<file path="src/rtl/arbitro_bloco_operativo.sv">
// Round-robin arbiter sharing one polynomial datapath and its control block between two requesters.
// Optional WAIT timeout with control-block recovery is enabled by defining ARB_TIMEOUT_EN.
module arbitro_bloco_operativo #(
    parameter int unsigned W       = 16,
    parameter int unsigned TIMEOUT = 15
) (
    input  logic         i_clk,
    input  logic         i_reset,
    input  logic         i_req0,
    input  logic         i_req1,
    input  logic [W-1:0] i_x0,
    input  logic [W-1:0] i_x1,
    output logic         o_ack0,
    output logic         o_ack1,
    output logic [W-1:0] o_res,
    output logic         o_erro,
    output logic         o_ocupado,
    output logic [W-1:0] o_x_dp,
    output logic         o_inicio,
    input  logic         i_comecou,
    input  logic         i_pronto,
    input  logic [W-1:0] i_res_dp,
    output logic         o_rst_ctrl
);

    localparam int unsigned CNT_W = 5;

    typedef enum logic [2:0] {
        S_IDLE,
        S_GRANT,
        S_WAIT,
        S_DONE
`ifdef ARB_TIMEOUT_EN
        , S_ABORT
`endif
    } state_t;

    state_t r_state;
    logic   r_ult;
    logic   r_gnt;
    logic   w_pick1;

`ifdef ARB_TIMEOUT_EN
    localparam logic [CNT_W-1:0] TIMEOUT_C = CNT_W'(TIMEOUT);
    logic [CNT_W-1:0] r_cnt;
`else
    logic [CNT_W-1:0] w_unused_timeout;
    assign w_unused_timeout = CNT_W'(TIMEOUT);
`endif

    // Requester 1 wins alone, or on contention when requester 0 was served last.
    assign w_pick1 = i_req1 & (~i_req0 | ~r_ult);

    always_ff @(posedge i_clk) begin
        if (i_reset) begin
            r_state    <= S_IDLE;
            r_ult      <= 1'b1;
            r_gnt      <= 1'b0;
            o_ack0     <= 1'b0;
            o_ack1     <= 1'b0;
            o_res      <= '0;
            o_erro     <= 1'b0;
            o_ocupado  <= 1'b0;
            o_x_dp     <= '0;
            o_inicio   <= 1'b0;
            o_rst_ctrl <= 1'b0;
`ifdef ARB_TIMEOUT_EN
            r_cnt      <= '0;
`endif
        end else begin
            o_inicio   <= 1'b0;
            o_ack0     <= 1'b0;
            o_ack1     <= 1'b0;
            o_erro     <= 1'b0;
            o_rst_ctrl <= 1'b0;
            case (r_state)
                S_IDLE: begin
                    if ((i_req0 | i_req1) && i_comecou) begin
                        r_gnt     <= w_pick1;
                        r_ult     <= w_pick1;
                        o_x_dp    <= w_pick1 ? i_x1 : i_x0;
                        o_inicio  <= 1'b1;
                        o_ocupado <= 1'b1;
                        r_state   <= S_GRANT;
                    end
                end
                S_GRANT: begin
`ifdef ARB_TIMEOUT_EN
                    r_cnt   <= '0;
`endif
                    r_state <= S_WAIT;
                end
                S_WAIT: begin
                    if (i_pronto) begin
                        o_res   <= i_res_dp;
                        o_ack0  <= ~r_gnt;
                        o_ack1  <= r_gnt;
                        r_state <= S_DONE;
                    end
`ifdef ARB_TIMEOUT_EN
                    else if (r_cnt == TIMEOUT_C) begin
                        o_rst_ctrl <= 1'b1;
                        r_state    <= S_ABORT;
                    end else begin
                        r_cnt <= r_cnt + CNT_W'(1);
                    end
`endif
                end
`ifdef ARB_TIMEOUT_EN
                S_ABORT: begin
                    o_res   <= '0;
                    o_ack0  <= ~r_gnt;
                    o_ack1  <= r_gnt;
                    o_erro  <= 1'b1;
                    r_state <= S_DONE;
                end
`endif
                S_DONE: begin
                    o_ocupado <= 1'b0;
                    r_state   <= S_IDLE;
                end
                default: begin
                    o_ocupado <= 1'b0;
                    r_state   <= S_IDLE;
                end
            endcase
        end
    end

endmodule

</file>
<file path="config.mk">
export PLATFORM = sky130hd
export DESIGN_NAME = arbitro_bloco_operativo
export DESIGN_NICKNAME = d
export VERILOG_FILES = /design/src/rtl/arbitro_bloco_operativo.sv
export SDC_FILE = /design/constraint.sdc
export NUM_CORES = 1
export LEC_CHECK = 0
export ABC_AREA = 1
export CORE_MARGIN = 1.5
export CORE_UTILIZATION = 28
export CTS_BUF_LIST = sky130_fd_sc_hd__clkbuf_2 sky130_fd_sc_hd__clkbuf_4 sky130_fd_sc_hd__clkbuf_8
export CTS_CLUSTER_DIAMETER = 30
export DETAILED_ROUTE_END_ITERATION = 12
export PLACE_DENSITY = 0.6
export SYNTH_ARGS = -nofsm -noshare
export SYNTH_HDL_FRONTEND = slang
export SYNTH_SLANG_ARGS = --single-unit
</file>
<file path="constraint.sdc">
create_clock -name i_clk -period 2.25 [get_ports i_clk]
set_input_delay 0.225 -clock i_clk [delete_from_list [all_inputs] [get_ports i_clk]]
set_output_delay 0.225 -clock i_clk [all_outputs]
set_load 0.01 [all_outputs]
</file>
-- After elaboration in Yosys (flattened, before gate mapping)
Index checks and enable logic that the tools add are counted.
- register bits after elaboration: 41
- input bits: 54
- output and inout port bits: 38
- word-level logic and storage cells: 39
- equal/unequal tests: 4
- muxes and demuxes: 7
- bitwise logic cells: 10
- reduce and logical (&&, ||, !) cells: 9
- operator list (kind ; count):
    $mux W16 ; 1
    $pmux W3 S3 ; 1
    $reduce_and A2 Y1 ; 4
    $not A1 Y1 ; 7
    $mux W3 ; 2
    $ne A2 B2 Y1 const B ; 2
    $reduce_or A2 Y1 ; 2
    $eq A3 B1 Y1 const B ; 1
    $eq A3 B2 Y1 const B ; 1
    $logic_not A3 Y1 ; 1
    $reduce_or A3 Y1 ; 1
    $mux W1 ; 2
    $or A1 B1 Y1 ; 2
    $pmux W1 S2 ; 1
    $and A1 B1 Y1 ; 1
    $logic_and A1 B1 Y1 ; 1

-- Depth between registers and ports, before layout
- word-level depth: 4
- mapped depth: 8
- mapped depth without buffers: 7

-- Worst setup path after synthesis
OpenSTA, ideal clock, no wires.
- path type: register to register
- from: register r_state[0]
- to: register o_x_dp[0]
- library setup time: 0.111 ns
- arrival: 1.167 ns
- required time: 2.139 ns
- slack: 0.972 ns
- stages on the path, launching flop included: 9
- buffers on the path: 1
- clock period less this slack: 1.278 ns
- path through: dfxtp_1 inv_1 ha_1 inv_1 nor2_4 buf_6 nand2_1 nor2_1 nor2_1
- longest elaborated chain between the ends: 2
- RTL lines (what ; RTL line ; RTL):
    start, declared ; 38 ; state_t r_state;
    start signal, assigned ; 56 ; r_state <= S_IDLE;
    start signal, assigned ; 84 ; r_state <= S_GRANT;
    start signal, assigned ; 91 ; r_state <= S_WAIT;
    $logic_not A3 Y1 ; 76 ; case (r_state)
    $reduce_and A2 Y1 (no line) ; -- ;
    end signal, assigned ; 81 ; o_x_dp <= w_pick1 ? i_x1 : i_x0;
    end, declared ; 18 ; output logic [W-1:0] o_x_dp,
No other way between the ends.
A chain may end at the register's enable or synchronous reset.

-- Worst setup path after layout
- from: register r_state[0]
- to: register o_x_dp[7]
The elaborated chain is that of the path after synthesis.

==> impl_metrics.toml <==
[flow_run]
max_cap_violations = 0

[clocking]
clk_latency_ns = 0.29
root_buffer = "clkbuf_8"
clockBufferDepth = 2
cts_resized = 0
clock-sinks = 40
hold_buffers = 0
post_cts_buffers = 0
htreeDepth = 2
clk_pin_slew_worst_paths_ns = 0.08
cts_tree = "built"
cts_made_buffers = 5

[timing]
fin_hold_ws_ns = 0.450
final.setup.tns_ns = 0
fin_crit_ns = 1.50
clock_skew_ns = 0.00661
finalHoldViolations = 0
report.final.slew_viol_count = 0
tightestPinTransition_ns = 0.514
rsz0062_at_grt = "false"
fmax_mhz = 668
finalSetupViolCount = 0
slew_headroom = 0.657
finalCritPeriodShare = 0.665

[synth]
synth_top_area_share = 0.427
ys_types = 24
syn_area_sq_um = 1870
synthCells = 282
ys_seq_elements = 40
syn_area_per_cell_sq_um = 6.65
yosys_warnings = 0
netlist_top_cells_area = "dfxtp_1 (43%), nor2_1 (17%), nand2_1 (14%)"
ys_seq_area_frac = 0.427
synth_top_area_cell = "dfxtp_1"

[finish]
layout_common_cells = "clkdlybuf4s50_1 (89), nor2_1 (83), nand2_1 (68), inv_1 (40), dfxtp_1 (40)"
nets = 426
multi_input_area_sq_um = 826
seq_area_sq_um = 801
final_common_cell = "clkdlybuf4s50_1"
fillers = 700
syn_to_final_growth_pct = 53.6
diodes = 0
drive_above_1_share = 0.0593

[route]
num_vias = 1818
first_pass_iters = 8
drt_iter0_markers = 55
viasPerCell = 4.06
final_antenna_net_count = 0
wl_per_cell_um = 9.55
drc = 8
wl_mm = 4.28

[run_status]
status = "finished with violations"
violations = "design-rule violations"

[worst_setup_path]
path_class = "flop to flop"
cpLargestDelayFamily = "simple AND/OR/NAND/NOR gates"
max_stage_delay_ns = 0.37
cp-start-kind = "flop"
startpoint = "r_state[0]"
crit_fanout = 17
critPathBufInv = 2
cp.required_ns = 2.44
crit_chain = "inv_1, ha_1, inv_1, nor2_4, nand2_1, nor2_1, nor2_1"
critPathSlowestCell = "nor2_4"
worst_setup_path_end_kind = "flop"
critPathArrivalTime_ns = 1.68
reg2reg_from = "r_state[0]"

[floorplanning]
dieArea_sq_um = 7190
coreArea_sq_um = 6420
die_w_um = 84.8
die_h_um = 84.8
start_util = 0.292
rows = 29
io_pins = 92

[worst_hold_path]
worstHoldPathType = "flop to flop"
holdCritStartpoint = "r_gnt"

[power_and_ir_drop]
power.leakage_nw = 1.29
pwr_density_cell_nw_per_um2 = 858
peakVddDrop_mv = 0.288

[global_route]
grt_pass1_wl_mm = 7.49
overflow = 0
antenna_found_initial = 0
grt_use_total = 0.128
grt_max_degree = 34
grt_pass1_vias = 1734

[place]
gp_congestion = 0.705
io_buffer_count = 89
hpwl_mm = 3.18
[kinds of logic (layout without fill, tap and decap cells)]
kind of cell               Yosys count  in the layout  share of synthesized area
buffers and inverters               52            140                      0.134
adders and majority gates            2              2                     0.0133
DFF                                 40             40                      0.427
and+or+nand+nor                    163            163                      0.346
other                                1              2                    0.00200
AOI/OAI and AO/OA                   24             24                     0.0768
[final cells by class]
type | instances | share of cell area
repair buffers | 92 | 0.317
clock buffers | 6 | 0.0287
well taps | 77 | 0.0335
flip-flops and latches | 40 | 0.278
clock inverters | 2 | 0.00348
inverters | 40 | 0.0522
multi-input cells | 191 | 0.287
[final timing paths]
kind,to,slack (ns),depth (start not counted)
worst max-delay path,o_x_dp[7],0.75,7
worst max register to register,o_x_dp[7],0.75,7
worst min-delay path,o_ack0,0.45,1
worst min register to register,o_ack0,0.45,1
[metrics by stage]
stage | instances | area (sq um) | worst slack, ns | util | total power, mW
6_report | 448 | 2880 | 0.753 | 0.448 | 2.47
5_1_grt | 448 | 2880 | 0.498 | 0.448 | 2.70
4_1_cts | 448 | 2880 | 0.706 | 0.448 | 2.52
3_5_place_dp | 440 | 2790 | 0.549 | 0.434 | 2.01
3_3_place_gp | 440 | 2790 | 0.567 | 0.434 | 2.00
2_1_floorplan | 283 | 1880 | 0.972 | - | 1.58
[registers in the layout, indices dropped and copies added, names as in the netlist]
register / cells
o_res: 16
o_x_dp: 16
r_state: 2
o_ack0: 1
o_ack1: 1
o_inicio: 1
o_ocupado: 1
r_gnt: 1
r_ult: 1
[worst register-to-register path, stage by stage (launching register included)]
cell and delay [ns]:
dfxtp_1 0.30, inv_1 0.09, ha_1 0.27, inv_1 0.12, nor2_4 0.37, nand2_1 0.10
nor2_1 0.11, nor2_1 0.05
[power by group]
part	leakage [nW]	total (mW)	switching [mW]	internal, mW
combinational	0.913	1.03	0.520	0.513
clock	0.0510	0.493	0.248	0.245
sequential	0.328	0.944	0.0765	0.867
total	1.29	2.47	0.844	1.62
[per-layer routing]
layer	up-vias	global-route usage	routed length [um]
met5	-	0	0
met4	0	0.0402	56
met3	7	0.0418	332
met2	58	0.230	2010
met1	755	0.145	1890
li1	998	-	-
[cells in the mapped netlist]
cell type / count
nand3_1: 2
a21boi_4: 1
nor2_4: 1
conb_1: 1
buf_2: 1
clkbuf_1: 2
buf_4: 4
dfxtp_1: 40
buf_6: 4
nor3_1: 1
nand2_4: 1
o21ai_2: 1
ha_1: 2
inv_1: 40
nor3b_1: 1
nor2_2: 2
nand2_2: 4
o21a_1: 1
clkbuf_8: 1
o21ai_0: 17
nor2_1: 83
a21oi_1: 3
a21oi_2: 1
nand2_1: 68
Note: power is estimated with default switching activity, not from simulation.
